==> src/rtl/keypad_code_entry_if.sv <==
// Keypad-side signal bundle for the code-entry controller: key events and
// timer expiry in, timer enable and status flags out.
interface keypad_code_entry_if;
  logic       key_valid;
  logic [3:0] key_code;
  logic       time_up;
  logic       timer_en;
  logic       unlock;
  logic       error;
  logic       timeout;
  logic       lockout;
  logic [2:0] digit_count;

  modport master (
    output key_valid, key_code, time_up,
    input  timer_en, unlock, error, timeout, lockout, digit_count
  );

  modport slave (
    input  key_valid, key_code, time_up,
    output timer_en, unlock, error, timeout, lockout, digit_count
  );
endinterface

==> src/rtl/keypad_code_entry.sv <==
// Keypad code-entry controller: collects CODE_LEN digits, checks them against
// CODE, and reports unlock / error / timeout / lockout with registered outputs.
module keypad_code_entry #(
  parameter int unsigned CODE_LEN       = 4,
  parameter logic [27:0] CODE           = 28'h1234,
  parameter int unsigned HOLD_CYCLES    = 100,
  parameter int unsigned MAX_FAILS      = 3,
  parameter int unsigned LOCKOUT_CYCLES = 1000
) (
  input  logic                clk,
  input  logic                reset_n,
  keypad_code_entry_if.slave  kp_io
);

  localparam int unsigned BufW    = CODE_LEN * 4;
  localparam logic [2:0]  CntLen  = 3'(CODE_LEN);
  localparam logic [15:0] HoldEnd = 16'(HOLD_CYCLES - 1);
  localparam logic [15:0] LockEnd = 16'(LOCKOUT_CYCLES - 1);

  typedef enum logic [2:0] {
    StIdle, StEntry, StCheck, StUnlock, StFail, StLockout
  } state_e;

  state_e            state_q, state_d;
  logic [BufW-1:0]   buf_q, buf_d;
  logic [2:0]        count_q, count_d;
  logic [2:0]        fails_q, fails_d;
  logic [15:0]       hold_q, hold_d;
  logic              timer_en_q, timer_en_d;
  logic              unlock_q, unlock_d;
  logic              error_q, error_d;
  logic              timeout_q, timeout_d;
  logic              lockout_q, lockout_d;

  logic              is_digit, is_clear;
  logic [BufW-1:0]   shifted;
  logic [2:0]        count_inc;

  always_comb begin
    is_digit  = kp_io.key_valid && (kp_io.key_code <= 4'd9);
    is_clear  = kp_io.key_valid && (kp_io.key_code == 4'hE);
    // Truncating cast drops the nibble shifted out past the buffer width.
    shifted   = BufW'({buf_q, kp_io.key_code});
    count_inc = count_q + 3'd1;

    state_d    = state_q;
    buf_d      = buf_q;
    count_d    = count_q;
    fails_d    = fails_q;
    hold_d     = hold_q;
    timer_en_d = timer_en_q;
    unlock_d   = unlock_q;
    error_d    = error_q;
    timeout_d  = 1'b0;
    lockout_d  = lockout_q;

    case (state_q)
      StIdle: begin
        if (is_digit) begin
          buf_d   = shifted;
          count_d = 3'd1;
          if (CntLen == 3'd1) begin
            state_d = StCheck;
          end else begin
            state_d    = StEntry;
            timer_en_d = 1'b1;
          end
        end
      end
      StEntry: begin
        if (kp_io.time_up || is_clear) begin
          state_d    = StIdle;
          buf_d      = '0;
          count_d    = 3'd0;
          timer_en_d = 1'b0;
          timeout_d  = kp_io.time_up;
        end else if (is_digit) begin
          buf_d   = shifted;
          count_d = count_inc;
          if (count_inc == CntLen) begin
            state_d    = StCheck;
            timer_en_d = 1'b0;
          end
        end
      end
      StCheck: begin
        hold_d = '0;
        if (buf_q == CODE[BufW-1:0]) begin
          state_d  = StUnlock;
          fails_d  = 3'd0;
          unlock_d = 1'b1;
        end else begin
          state_d = StFail;
          fails_d = fails_q + 3'd1;
          error_d = 1'b1;
        end
      end
      StUnlock: begin
        if (hold_q == HoldEnd) begin
          state_d  = StIdle;
          unlock_d = 1'b0;
          buf_d    = '0;
          count_d  = 3'd0;
          hold_d   = '0;
        end else begin
          hold_d = hold_q + 16'd1;
        end
      end
      StFail: begin
        if (hold_q == HoldEnd) begin
          error_d = 1'b0;
          buf_d   = '0;
          count_d = 3'd0;
          hold_d  = '0;
          if (fails_q >= 3'(MAX_FAILS)) begin
            state_d   = StLockout;
            lockout_d = 1'b1;
          end else begin
            state_d = StIdle;
          end
        end else begin
          hold_d = hold_q + 16'd1;
        end
      end
      StLockout: begin
        if (hold_q == LockEnd) begin
          state_d   = StIdle;
          lockout_d = 1'b0;
          fails_d   = 3'd0;
          hold_d    = '0;
        end else begin
          hold_d = hold_q + 16'd1;
        end
      end
      default: begin
        state_d = StIdle;
      end
    endcase
  end

  always_ff @(posedge clk or negedge reset_n) begin
    if (!reset_n) begin
      state_q    <= StIdle;
      buf_q      <= '0;
      count_q    <= 3'd0;
      fails_q    <= 3'd0;
      hold_q     <= '0;
      timer_en_q <= 1'b0;
      unlock_q   <= 1'b0;
      error_q    <= 1'b0;
      timeout_q  <= 1'b0;
      lockout_q  <= 1'b0;
    end else begin
      state_q    <= state_d;
      buf_q      <= buf_d;
      count_q    <= count_d;
      fails_q    <= fails_d;
      hold_q     <= hold_d;
      timer_en_q <= timer_en_d;
      unlock_q   <= unlock_d;
      error_q    <= error_d;
      timeout_q  <= timeout_d;
      lockout_q  <= lockout_d;
    end
  end

  assign kp_io.timer_en    = timer_en_q;
  assign kp_io.unlock      = unlock_q;
  assign kp_io.error       = error_q;
  assign kp_io.timeout     = timeout_q;
  assign kp_io.lockout     = lockout_q;
  assign kp_io.digit_count = count_q;

endmodule

==> src/flat_wrapper.sv <==
// flat-port wrapper written by rule: the top's interface ports become plain ports
module keypad_code_entry_flat 
#(
  parameter int unsigned CODE_LEN       = 4,
  parameter logic [27:0] CODE           = 28'h1234,
  parameter int unsigned HOLD_CYCLES    = 100,
  parameter int unsigned MAX_FAILS      = 3,
  parameter int unsigned LOCKOUT_CYCLES = 1000
)
  (clk, reset_n, kp_io_key_valid, kp_io_key_code, kp_io_time_up, kp_io_timer_en, kp_io_unlock, kp_io_error, kp_io_timeout, kp_io_lockout, kp_io_digit_count);
  keypad_code_entry_if kp_io_i ();
  input  logic clk;
  input  logic reset_n;
  input wire logic [$bits(kp_io_i.key_valid)-1:0] kp_io_key_valid;
  input wire logic [$bits(kp_io_i.key_code)-1:0] kp_io_key_code;
  input wire logic [$bits(kp_io_i.time_up)-1:0] kp_io_time_up;
  output wire logic [$bits(kp_io_i.timer_en)-1:0] kp_io_timer_en;
  output wire logic [$bits(kp_io_i.unlock)-1:0] kp_io_unlock;
  output wire logic [$bits(kp_io_i.error)-1:0] kp_io_error;
  output wire logic [$bits(kp_io_i.timeout)-1:0] kp_io_timeout;
  output wire logic [$bits(kp_io_i.lockout)-1:0] kp_io_lockout;
  output wire logic [$bits(kp_io_i.digit_count)-1:0] kp_io_digit_count;
  assign kp_io_i.key_valid = kp_io_key_valid;
  assign kp_io_i.key_code = kp_io_key_code;
  assign kp_io_i.time_up = kp_io_time_up;
  assign kp_io_timer_en = kp_io_i.timer_en;
  assign kp_io_unlock = kp_io_i.unlock;
  assign kp_io_error = kp_io_i.error;
  assign kp_io_timeout = kp_io_i.timeout;
  assign kp_io_lockout = kp_io_i.lockout;
  assign kp_io_digit_count = kp_io_i.digit_count;
  keypad_code_entry #(.CODE_LEN(CODE_LEN), .CODE(CODE), .HOLD_CYCLES(HOLD_CYCLES), .MAX_FAILS(MAX_FAILS), .LOCKOUT_CYCLES(LOCKOUT_CYCLES)) u_core (.clk(clk), .reset_n(reset_n), .kp_io(kp_io_i));
endmodule
==> config.mk <==
export PLATFORM = sky130hd
export DESIGN_NAME = keypad_code_entry_flat
export DESIGN_NICKNAME = d
export VERILOG_FILES = /design/src/rtl/keypad_code_entry_if.sv /design/src/rtl/keypad_code_entry.sv /design/src/flat_wrapper.sv
export SDC_FILE = /design/constraint.sdc
export NUM_CORES = 1
export LEC_CHECK = 0
export ABC_AREA = 1
export BUFFER_PORTS_ARGS = -buffer_cell sky130_fd_sc_hd__buf_2
export CAP_MARGIN = 20
export CORE_ASPECT_RATIO = 0.6
export CORE_MARGIN = 4
export CORE_UTILIZATION = 51
export CTS_CLUSTER_DIAMETER = 80
export DETAILED_ROUTE_END_ITERATION = 8
export HOLD_SLACK_MARGIN = 0.1
export PLACE_DENSITY_LB_ADDON = 0.25
export SYNTH_ARGS = -nofsm -noshare
export SYNTH_HDL_FRONTEND = slang
export SYNTH_SLANG_ARGS = --single-unit
export TNS_END_PERCENT = 5
==> constraint.sdc <==
create_clock -name clk -period 1.85 [get_ports clk]
set_input_delay 0.2775 -clock clk [delete_from_list [all_inputs] [get_ports clk]]
set_output_delay 0.2775 -clock clk [all_outputs]
set_load 0.1 [all_outputs]
=== After elaboration in Yosys (flattened, before gate mapping) ===
Index checks and enable logic that the tools add are counted.

* $lt $le $gt $ge: 2
* Reduce and logical (&&, ||, !) cells: 20
* Muxes and demuxes: 38
* Eq/ne operators: 20
* $add $sub $neg: 3

{| class="wikitable"
|+ Operators with widths
! kind !! number
|-
| $pmux 16 s3 || 2
|-
| $mux 16 || 5
|-
| $mux 3 || 12
|-
| $pmux 3 s6 || 1
|-
| $add 16x1->16 const B || 1
|-
| $eq 16x10->1 const B || 1
|-
| $eq 16x13->1 const B || 1
|-
| $eq 16x7->1 const B || 1
|-
| $ne 2x1->1 const B || 7
|-
| $mux 1 || 12
|-
| $reduce_and 4->1 || 3
|-
| $reduce_bool 2->1 || 5
|-
| $eq 3x3->1 const B || 3
|-
| $pmux 3 s3 || 1
|-
| $pmux 1 s2 || 4
|-
| $add 3x1->3 const B || 2
|-
| $eq 3x2->1 const B || 2
|-
| $ne 3x1->1 const B || 2
|-
| $pmux 3 s2 || 1
|-
| $reduce_and 3->1 || 2
|-
| $reduce_and 6->1 || 1
|-
| $reduce_bool 3->1 || 2
|-
| $eq 4x4->1 const B || 1
|-
| $le 4x4->1 const B || 1
|-
| 8 further kinds || 10
|}

* Word-level logic and storage cells: 93
* Output and inout port bits: 8
* Register bits after elaboration: 46
* Bits of input ports: 8

=== Logic depth before layout (Yosys ltp) ===
Gate-level depths: netlist (run 1).

* Depth after elaboration: 6
* Gate-level depth with buffers: 11
* Depth with buffers taken out: 11

=== Worst setup path after synthesis (run 1) ===
OpenSTA, ideal clock, no wires.

* Kind: reg-to-reg
* Start: reg u_core.count_q[0], in the netlist u_core.kp_io.digit_count[0]
* End: reg u_core.state_q[0]
* Clock period less this slack: 1942 ps
* Stages on the path, launching flop included: 12
* Data required time: 1785 ps
* Arrival: 1877 ps
* Buffers on the path: 0
* Path slack: -92 ps
* Cell sequence: dfrtp_1 ha_1 inv_1 nand2_1 nand2_1 nor2_1 nand2_1 nand2_1 nand2_1 nor2_1 nand2_1 nand2_1

* Cells in the longest elaborated chain, start to end: 4

{| class="wikitable"
|+ Ends and longest elaborated chain
! what !! line !! text
|-
| start: declaration || keypad_code_entry.sv:26 || <nowiki>logic [2:0] count_q, count_d;</nowiki>
|-
| start signal: assignment || keypad_code_entry.sv:156 || <nowiki>count_q <= count_d;</nowiki>
|-
| $add 3x1->3 || keypad_code_entry.sv:44 || <nowiki>count_inc = count_q + 3'd1;</nowiki>
|-
| $eq 3x3->1 || keypad_code_entry.sv:80 || <nowiki>if (count_inc == CntLen) begin</nowiki>
|-
| $ne 3x1->1 (no line) || n/a ||
|-
| $reduce_and 6->1 (no line) || n/a ||
|-
| end signal: assignment || keypad_code_entry.sv:143 || <nowiki>state_q <= StIdle;</nowiki>
|-
| end signal: assignment || keypad_code_entry.sv:154 || <nowiki>state_q <= state_d;</nowiki>
|-
| end: declaration || keypad_code_entry.sv:24 || <nowiki>state_e state_q, state_d;</nowiki>
|}

No other way between the ends.
A chain may end at the register's enable or synchronous reset.

=== Worst setup path in the final report (run 1) ===
* Start: reg u_core.hold_q[1]
* End: reg u_core.buf_q[10]

* Cells in the longest elaborated chain, start to end: 3

{| class="wikitable"
|+ Ends and longest elaborated chain
! what !! line !! text
|-
| start: declaration || keypad_code_entry.sv:28 || <nowiki>logic [15:0] hold_q, hold_d;</nowiki>
|-
| start signal: assignment || keypad_code_entry.sv:158 || <nowiki>hold_q <= hold_d;</nowiki>
|-
| $eq 16x7->1 || keypad_code_entry.sv:99, keypad_code_entry.sv:110 ||
|-
| $ne 2x1->1 (no line) || n/a ||
|-
| $reduce_and 2->1 (no line) || n/a ||
|-
| end signal: assignment || keypad_code_entry.sv:155 || <nowiki>buf_q <= buf_d;</nowiki>
|-
| end: declaration || keypad_code_entry.sv:25 || <nowiki>logic [BufW-1:0] buf_q, buf_d;</nowiki>
|}

No other way between the ends.

==> summary.txt, run 1 <==
STA
  • Min Tclk post-route: 1.71 ns
  • Worst-Margin Slew: 1.09 ns
  • Slew margin rel.: 27.3%
  • Post-Route Setup TNS: 0 ns
  • Max Transition Viols Final: 0
  • RSZ-0062 raised after global routing: yes
  • Fmax: 586 MHz
  • Final hold vios: 0
  • Worst-case clock skew: 0.0103 ns
  • Final period util: 92.2%
  • Setup violators final: 0

Pwr
  • Comb pwr share: 57.5%
  • Sequential power share: 29.8%
  • Power per cell area: 1460 nW/um^2
  • Worst vdd ir: 1140 uV
  • Internal: 2.44 mW
  • Clk pwr share: 12.7%
  • Switch share: 52.6%
  • Leak: 1.92 nW
  • Net Sw Power: 2.70 mW

Clock tree
  • Cts bufs inserted: 5
  • TritonCTS clock tree: built
  • Clk Latency, worst-skew pair: 0.30 ns
  • Clock Sinks: 46
  • Worst-path clk slew: 0.09 ns
  • Post-CTS setup buffer count: 0
  • Clock Path Buffers: 2
  • # H-tree levels: 2
  • Root buffer cell: clkbuf_8

Worst setup path
  • Crit path largest cell delay: 0.39 ns
  • WP data arrival: 1.95 ns
  • Worst Path Buf+Inv: 3
  • Most used cell, CP: nand2_1
  • CP cell instances: ha_2 -> nand2_1 -> inv_1 -> nand2_1 -> nor2_1 -> nand2_1 -> buf_4 -> a21oi_4 -> buf_4 -> nand2_1 -> nand2_1
  • Worst-path maximum fanout: 10
  • Worst Setup Path Type: reg2reg
  • Worst path top cell family by delay: simple AND/OR/NAND/NOR gates
  • Critical Path End Type: flip-flop
  • Slowest cell on the critical path: dfrtp_1
  • Critical Path Source Type: flip-flop
  • WP data required: 2.09 ns

Floorplan
  • Row Count: 21
  • Die Wd: 109 um
  • Core ar.: 5750 um^2
  • Top Ports: 16
  • Die height: 68.5 um
  • DIE AREA: 7460 um^2
  • Initial Util: 54.1%

Logic synthesis
  • Number of distinct library cells after synthesis: 29
  • Mapped Area: 3110 um^2
  • Yosys reg bits: 46
  • Largest area contributor in the netlist: dfrtp_1
  • Synth top area share: 37.0%
  • Syn Area/Cell: 6.37 um^2
  • Largest cells by area after synthesis: dfrtp_1 37%, nand2_1 26%, nand3_1 7.4%
  • Post-Syn Instances: 489
  • Synth Net Count: 504
  • YS warnings: 0
  • Post-synthesis sequential area ratio: 37.0%

Cells and area
  • Most frequent cells in the layout: 215 x nand2_1, 55 x inv_1, 45 x nand3_1
  • Layout fillers: 513
  • Layout cells sized above 1: 12.1%
  • Area occupied by multi-input gates: 1710 um^2
  • N_diodes: 0
  • Cell area after layout: 3510 um^2
  • Finished Core Util: 61.1%
  • Area Growth Syn to Fin: 12.8%
  • # nets final: 535
  • Most common cell after layout, fill and taps aside: nand2_1
  • Register Area: 1150 um^2

Routing
  • Drt drc: 0
  • Vias per Instance: 5.14
  • Wire length per cell: 13.1 um
  • Routed WL: 7860 um
  • Vias: 3088
  • Antenna-violating nets left: 0
  • Drt first pass iters: 5
  • Initial DRC count: 321

Flow run
  • Max cap viols: 0

Global routing
  • Remaining global-route overflow: 0
  • Largest net degree at the start of global routing: 47
  • Initial antenna violation count: 0
  • Overall Global Routing Usage: 22.9%
  • Vias in the first global route: 2679
  • First-pass GRT wire length: 13100 um

Place
  • Post-DP Area: 3390 um^2
  • RD Place Congestion: 1.04
  • Detailed Place HPWL: 6000 um
  • Port bufs: 15

Worst hold path
  • Min-delay worst type: in2reg

Status
  • Status: finished clean
registers in the layout, indices dropped and copies added (netlist names):
signal / flops
u_core.buf_q: 16
u_core.state_q: 3
u_core.hold_q: 16
u_core.kp_io.lockout: 1
u_core.kp_io.timeout: 1
u_core.kp_io.timer_en: 1
u_core.fails_q: 3
u_core.kp_io.digit_count: 3
u_core.kp_io.error: 1
u_core.kp_io.unlock: 1
worst min-delay path, cell delays in order:
cell    delay [ns]
buf_2         0.11
inv_1         0.06
nor2_1        0.04
cell type report:
class	instances	area share [%]
multi-input cells	374	48.8
inverters	59	6.30
clock inverters	1	0.142
clock buffers	7	2.46
well taps	80	2.85
repair buffers	34	6.62
flip-flops and latches	46	32.8
final timing paths:
kind / slack [ns] / startpoint / cells after the start / end
setup / recovery: 0.14 / u_core.hold_q[1] / 11 / u_core.buf_q[10]
hold / removal: 0.23 / kp_io_time_up / 3 / u_core.kp_io.timeout
setup reg to reg: 0.14 / u_core.hold_q[1] / 11 / u_core.buf_q[10]
hold reg to reg: 0.48 / u_core.kp_io.unlock / 2 / u_core.kp_io.unlock
max in group asynchronous: 1.13 / reset_n / 3 / u_core.kp_io.digit_count[1]
min in group asynchronous: 0.48 / reset_n / 3 / u_core.kp_io.unlock
cells by family after synthesis:
kind of cell,count (synthesis),synth area share (%)
AOI/OAI and AO/OA,32,5.91
buffers and inverters,69,8.80
and+or+nand+nor,330,44.1
DFF,46,37.0
xor gates and xnor gates,5,1.41
adders and majority gates,7,2.81
power by group through the flow:
stage | combinational [mW] | sequential [mW] | clock [mW]
after CTS | 2.87 | 1.53 | 0.665
after floorplan | 1.67 | 1.94 | 0
after global placement | 2.82 | 1.54 | 0
after detailed placement | 2.86 | 1.55 | 0
after global routing | 3.27 | 1.58 | 0.710
final | 2.96 | 1.53 | 0.652
stage by stage:
stage	cells	setup WS, ns	total power, mW	hold WS, ns
global route	601	0.00132	5.56	0.245
CTS	601	0.0483	5.06	0.222
global placement	592	0.0513	4.36	0.278
detailed placement	592	0.0352	4.41	0.281
floorplan	489	0.131	3.61	-0.0181
finish	601	0.144	5.14	0.228
cell usage after synthesis:
cell	instances
nand3b_1	2
nand2_2	4
dfrtp_1	46
nand3_2	1
nor3_2	1
clkbuf_1	4
nor4_1	1
nor2_4	2
xor2_1	5
o22ai_1	1
nand2_4	1
o21ai_0	18
o31ai_1	1
nand3_1	46
a21oi_2	1
buf_4	3
buf_2	3
nor3_1	4
inv_1	55
inv_2	4
o21bai_1	2
nand2_1	216
a21oi_4	1
o21ai_1	1
nor2_1	45
nand4_1	6
nor2_2	1
ha_1	7
a21oi_1	7
repair_timing:
action / in CTS / in global routing
hold endpoints to repair: 46 / 0
endpoints found under the setup margin: 0 / 29
hold buffers: 1 / 0
gates resized for setup: 0 / 7
routing by layer:
| layer | wire length, um | track usage (%) | vias to the layer above |
|---|---|---|---|
| met5 | 0 | 0 | - |
| met4 | 36 | 3.46 | 0 |
| met3 | 733 | 4.19 | 6 |
| met2 | 3040 | 32.1 | 137 |
| met1 | 4050 | 36.6 | 1365 |
| li1 | - | - | 1580 |
Note: power is estimated with default switching activity, not from simulation.
==> run 2, diff against run 1 <==
--- a/config.mk
+++ b/config.mk
@@ -8,9 +8,11 @@
 export ABC_AREA = 1
 export BUFFER_PORTS_ARGS = -buffer_cell sky130_fd_sc_hd__buf_2
 export CAP_MARGIN = 20
+export CELL_PAD_IN_SITES_DETAIL_PLACEMENT = 1
+export CELL_PAD_IN_SITES_GLOBAL_PLACEMENT = 1
 export CORE_ASPECT_RATIO = 0.6
 export CORE_MARGIN = 4
-export CORE_UTILIZATION = 51
+export CORE_UTILIZATION = 44
 export CTS_CLUSTER_DIAMETER = 80
 export DETAILED_ROUTE_END_ITERATION = 8
 export HOLD_SLACK_MARGIN = 0.1
==> summary.txt, run 2 (synthesized netlist as in run 1, its figures left out) <==
Pwr
  • Sequential power share: 27.8% (-2.0 points)
  • Comb pwr share: 53.9% (-3.6 points)
  • Power per cell area: 1570 nW/um^2 (+7.3%)
  • Net Sw Power: 2.89 mW (+6.9%)
  • Internal: 2.76 mW (+13%)
  • Leak: 1.95 nW (+1.5%)
  • Final Power: 5.65 mW (+9.8%)
  • Clk pwr share: 18.3% (+5.6 points)
  • Switch share: 51.2% (-1.4 points)
  • Worst vdd ir: 1050 uV (-7.7%)

Cells and area
  • Most frequent cells in the layout: 215 x nand2_1, 55 x inv_1, 45 x nand3_1
  • N_diodes: 0 (unchanged)
  • Area Growth Syn to Fin: 15.5%
  • Most common cell after layout, fill and taps aside: nand2_1
  • # nets final: 536 (+0.19%)
  • Finished Core Util: 53.2% (-7.9 points)
  • Largest registers: u_core.buf_q: 16 flops, u_core.hold_q: 16 flops
  • Post-Layout Cell Count: 609 (+1.3%)
  • Cell area after layout: 3600 um^2 (+2.4%)
  • Layout cells sized above 1: 12.8% (+0.74 points)

Clock tree
  • Cts bufs inserted: 5 (unchanged)
  • TritonCTS clock tree: built
  • Clk Latency, worst-skew pair: 0.29 ns (about the same)
  • Root buffer cell: clkbuf_16
  • Worst-path clk slew: 0.06 ns (-0.03 ns)
  • Clock Path Buffers: 2 (unchanged)
  • # H-tree levels: 2 (unchanged)
  • Clock Sinks: 46 (unchanged)
  • Hold-fix buffers at CTS: 0 (-1)

Global routing
  • First-pass GRT wire length: 16700 um (+28%)
  • Vias in the first global route: 3260 (+22%)
  • Initial antenna violation count: 0 (unchanged)
  • Largest net degree at the start of global routing: 47 (unchanged)
  • Overall Global Routing Usage: 25.6% (+2.8 points)
  • Remaining global-route overflow: 0 (unchanged)

Flow run
  • Max cap viols: 0 (unchanged)

Worst setup path
  • Critical Path Source Type: flip-flop
  • Worst-path maximum fanout: 10 (unchanged)
  • WP data arrival: 1.91 ns (-0.04 ns)
  • CP cell instances: ha_4 -> nand2_1 -> inv_1 -> nand2_1 -> nor2_1 -> nand2_1 -> nand2_2 -> nand2_4 -> buf_4 -> nand2_1 -> nand2_1
  • Crit path largest cell delay: 0.42 ns (+0.03 ns)
  • Worst Setup Path Type: reg2reg
  • Worst Path Buf+Inv: 2 (-1)
  • WP data required: 2.03 ns (-0.06 ns)
  • Slowest cell on the critical path: dfrtp_1
  • Most used cell, CP: nand2_1
  • Worst path top cell family by delay: simple AND/OR/NAND/NOR gates
  • Critical Path End Type: flip-flop

Floorplan
  • Initial Util: 46.0% (-8.1 points)
  • Top Ports: 16 (unchanged)
  • Die height: 73.2 um (+6.8%)
  • DIE AREA: 8530 um^2 (+14%)
  • Die Wd: 117 um (+7.1%)
  • Core ar.: 6760 um^2 (+18%)
  • Row Count: 23 (+9.5%)

Routing
  • Initial DRC count: 248 (-23%)
  • Vias: 3271 (+5.9%)
  • Drt first pass iters: 5 (unchanged)
  • Vias per Instance: 5.37 (+4.5%)
  • Wire length per cell: 16.3 um (+25%)
  • Routed WL: 9930 um (+26%)
  • Drt drc: 0 (unchanged)
  • Antenna-violating nets left: 0 (unchanged)

Place
  • Placed cell count: 600 (+1.4%)
  • Port bufs: 15 (unchanged)
  • RD Place Congestion: 0.906 (-13%)
  • Detailed Place HPWL: 7570 um (+26%)
  • Pre-CTS setup slack: -0.0859 ns (-0.121 ns)
  • Post-DP Area: 3390 um^2 (+0.11%)

STA
  • Max Transition Viols Final: 0 (unchanged)
  • Setup violators final: 0 (unchanged)
  • Worst-case clock skew: 0.00570 ns (-0.00460 ns)
  • RSZ-0062 raised after global routing: yes
  • Final WS setup: 0.125 ns (-0.0193 ns)
  • Slew margin rel.: 58.6% (+31 points)
  • Fmax: 580 MHz (-1.1%)
  • Final period util: 93.2% (+1.0 points)
  • Post-Route Setup TNS: 0 ns (unchanged)
  • Min Hold Slack: 0.0861 ns (-0.142 ns)
  • Worst-Margin Slew: 0.619 ns (-0.468 ns)
  • Final hold vios: 0 (unchanged)
  • Min Tclk post-route: 1.72 ns (+0.0193 ns)

Worst hold path
  • Min-delay worst type: in2async

Status
  • Status: finished clean
==> run 2: cell type report <==
cell class | instances | area, um^2
clock buffer | 7 | 133
clock inverter | 1 | 30.0
fill | 934 | 3170
inverter | 59 | 221
multi-input combinational | 374 | 1720
sequential | 46 | 1160
tap | 87 | 109
timing repair buffer | 35 | 225
==> run 2: what timing repair did <==
action	4_1_cts	5_1_grt
resized for setup	4	6
setup endpoints to repair	19	40
pin swaps	0	0
buffers inserted	0	0
==> run 2: path summary, 6_finish.rpt <==
check,endpoint,cells after the start,start,slack (ns)
min reg2reg,u_core.kp_io.error,2,u_core.kp_io.error,0.48
max reg2reg,u_core.buf_q[11],11,u_core.hold_q[0],0.13
min,u_core.fails_q[2],2,reset_n,0.09
max,u_core.buf_q[11],11,u_core.hold_q[0],0.13
min in group clk,u_core.kp_io.timeout,3,kp_io_time_up,0.30
max in group asynchronous,u_core.hold_q[1],2,reset_n,1.31
==> run 2: layer usage <==
metal  GRT usage (%)  wire length [um]  vias to the layer above
met2            35.5              4080                       69
met5               0                 0                        -
met4            5.73                87                        0
met1            41.1              5330                     1615
met3            4.23               431                        8
li1                -                 -                     1579
==> run 2: power groups by stage <==
stage	Clock (mW)	Sequential [mW]	Combinational, mW
finish	1.03	1.57	3.05
global route	1.12	1.60	3.36
CTS	1.06	1.56	3.00
detailed placement	0	1.57	2.93
global placement	0	1.56	2.84
floorplan	0	1.94	1.67
==> run 3, diff against run 2 <==
--- a/config.mk
+++ b/config.mk
@@ -16,7 +16,7 @@
 export CTS_CLUSTER_DIAMETER = 80
 export DETAILED_ROUTE_END_ITERATION = 8
 export HOLD_SLACK_MARGIN = 0.1
-export PLACE_DENSITY_LB_ADDON = 0.25
+export PLACE_DENSITY_LB_ADDON = 0.1
 export SYNTH_ARGS = -nofsm -noshare
 export SYNTH_HDL_FRONTEND = slang
 export SYNTH_SLANG_ARGS = --single-unit
==> summary.txt, run 3 (synthesized netlist as in run 1, its figures left out) <==
Clock tree
  • Root buffer cell: clkbuf_16
  • Clock Path Buffers: 2 (unchanged)
  • Clock Sinks: 46 (unchanged)
  • Cts bufs inserted: 5 (unchanged)
  • TritonCTS clock tree: built
  • # H-tree levels: 2 (unchanged)
  • Clk Latency, worst-skew pair: 0.30 ns (about the same)
  • Worst-path clk slew: 0.07 ns (about the same)

Worst hold path
  • Min-delay worst type: in2reg

STA
  • Slew margin rel.: 54.1% (-4.5 points)
  • Worst-Margin Slew: 0.686 ns (+0.0673 ns)
  • Min Hold Slack: 0.294 ns (+0.208 ns)
  • Min Tclk post-route: 1.77 ns (+0.0494 ns)
  • Setup violators final: 0 (unchanged)
  • Fmax: 564 MHz (-2.8%)
  • Max Transition Viols Final: 0 (unchanged)
  • Post-Route Setup TNS: 0 ns (unchanged)
  • Final hold vios: 0 (unchanged)
  • Final period util: 95.9% (+2.7 points)
  • Worst-case clock skew: 0.00990 ns (+0.00420 ns)

Cells and area
  • Cell area after layout: 3700 um^2 (+2.8%)
  • Largest registers: u_core.buf_q: 16 flops, u_core.hold_q: 16 flops
  • Area Growth Syn to Fin: 18.7%
  • Most common cell after layout, fill and taps aside: nand2_1
  • Most frequent cells in the layout: 214 x nand2_1, 55 x inv_1, 45 x nand3_1
  • N_diodes: 0 (unchanged)
  • Layout cells sized above 1: 14.4% (+1.6 points)
  • # nets final: 542 (+1.1%)

Floorplan
  • Initial Util: 46.0% (unchanged)
  • Row Count: 23 (unchanged)
  • Core ar.: 6760 um^2 (unchanged)
  • DIE AREA: 8530 um^2 (unchanged)
  • Top Ports: 16 (unchanged)
  • Die Wd: 117 um (unchanged)
  • Die height: 73.2 um (unchanged)

Place
  • Post-DP Area: 3430 um^2 (+1.1%)
  • Detailed Place HPWL: 8050 um (+6.4%)
  • RD Place Congestion: 0.923 (+1.9%)
  • Port bufs: 15 (unchanged)

Routing
  • Antenna-violating nets left: 0 (unchanged)
  • Drt first pass iters: 4 (-1)
  • Initial DRC count: 262 (+5.6%)
  • Vias: 3252 (-0.58%)
  • Vias per Instance: 5.29 (-1.6%)
  • Wire length per cell: 16.9 um (+3.6%)
  • Routed WL: 10400 um (+4.6%)
  • Drt drc: 0 (unchanged)

Global routing
  • Vias in the first global route: 3298 (+1.2%)
  • Largest net degree at the start of global routing: 22 (-53%)
  • First-pass GRT wire length: 17400 um (+4.0%)
  • Remaining global-route overflow: 0 (unchanged)
  • Initial antenna violation count: 0 (unchanged)
  • Overall Global Routing Usage: 26.7% (+1.0 points)

Worst setup path
  • WP data arrival: 2.01 ns (+0.10 ns)
  • Worst Setup Path Type: reg2reg
  • Critical Path Source Type: flip-flop
  • Worst-path maximum fanout: 6 (-4)
  • WP data required: 2.08 ns (+0.05 ns)
  • Critical Path End Type: flip-flop

Pwr
  • Worst vdd ir: 1130 uV (+7.7%)
  • Power per cell area: 1590 nW/um^2 (+1.2%)
  • Leak: 2.00 nW (+2.5%)

Status
  • Status: finished clean

Flow run
  • Max cap viols: 0 (unchanged)
-- run 3: cell type report --
| type | instances | area, um^2 |
|---|---|---|
| Fill cell | 921 | 3070 |
| Clock inverter | 3 | 68.8 |
| Sequential cell | 46 | 1150 |
| Inverter | 59 | 221 |
| Timing Repair Buffer | 41 | 280 |
| Tap cell | 87 | 109 |
| Clock buffer | 5 | 125 |
| Multi-Input combinational cell | 374 | 1740 |
-- run 3: what timing repair did --
action                                  4_1_cts  5_1_grt
endpoints found under the hold margin        19        0
gates resized for setup                       2       11
buffers inserted                              0        0
hold buffers                                  1        0
gates cloned                                  0        0
endpoints found under the setup margin        7       37
-- run 3: final timing paths --
path,cells past startpoint,endpoint,slack [ns],startpoint
setup / recovery,10,u_core.state_q[0],0.08,u_core.hold_q[9]
hold / removal,3,u_core.kp_io.timeout,0.29,kp_io_time_up
setup reg to reg,10,u_core.state_q[0],0.08,u_core.hold_q[9]
hold reg to reg,2,u_core.kp_io.timer_en,0.49,u_core.kp_io.timer_en
max in group asynchronous,3,u_core.state_q[1],0.68,reset_n
min in group asynchronous,2,u_core.buf_q[3],0.51,reset_n
-- run 3: metal layers --
metal,up-vias,track usage (%),share of wire (%)
met2,79,36.4,39
met4,0,4.07,0.52
li1,1600,-,-
met5,-,0,0
met1,1568,43.0,52
met3,5,5.97,7.8
-- run 3: per-stage QoR --
| stage | util (%) | setup WS (ns) | cells | power (mW) |
|---|---|---|---|---|
| final | 54.7 | 0.0757 | 615 | 5.88 |
| after global routing | 54.7 | -0.00570 | 615 | 6.29 |
| after CTS | 53.8 | 0.0180 | 614 | 5.78 |
| after detailed placement | 50.7 | -0.0596 | 605 | 4.52 |
| after global placement | 50.7 | 0.0133 | 605 | 4.41 |
| after floorplan | - | 0.131 | 489 | 3.61 |
-- run 3: report_power, final --
| group | switching, mW | internal, mW | leakage (nW) |
|---|---|---|---|
| registers | 0.293 | 1.28 | 0.611 |
| logic | 2.25 | 0.856 | 1.29 |
| clock network | 0.418 | 0.777 | 0.0940 |
-- run 3: critical path, stage by stage, from the launching register on --
cell and delay [ns]:
dfrtp_1 0.45, nand2_1 0.16, inv_1 0.11, nand2_1 0.09, nor2_1 0.15, nand2_1 0.12
nand2_2 0.16, nand2_2 0.15, nor2_2 0.19, nand2_1 0.07, nand2_1 0.07
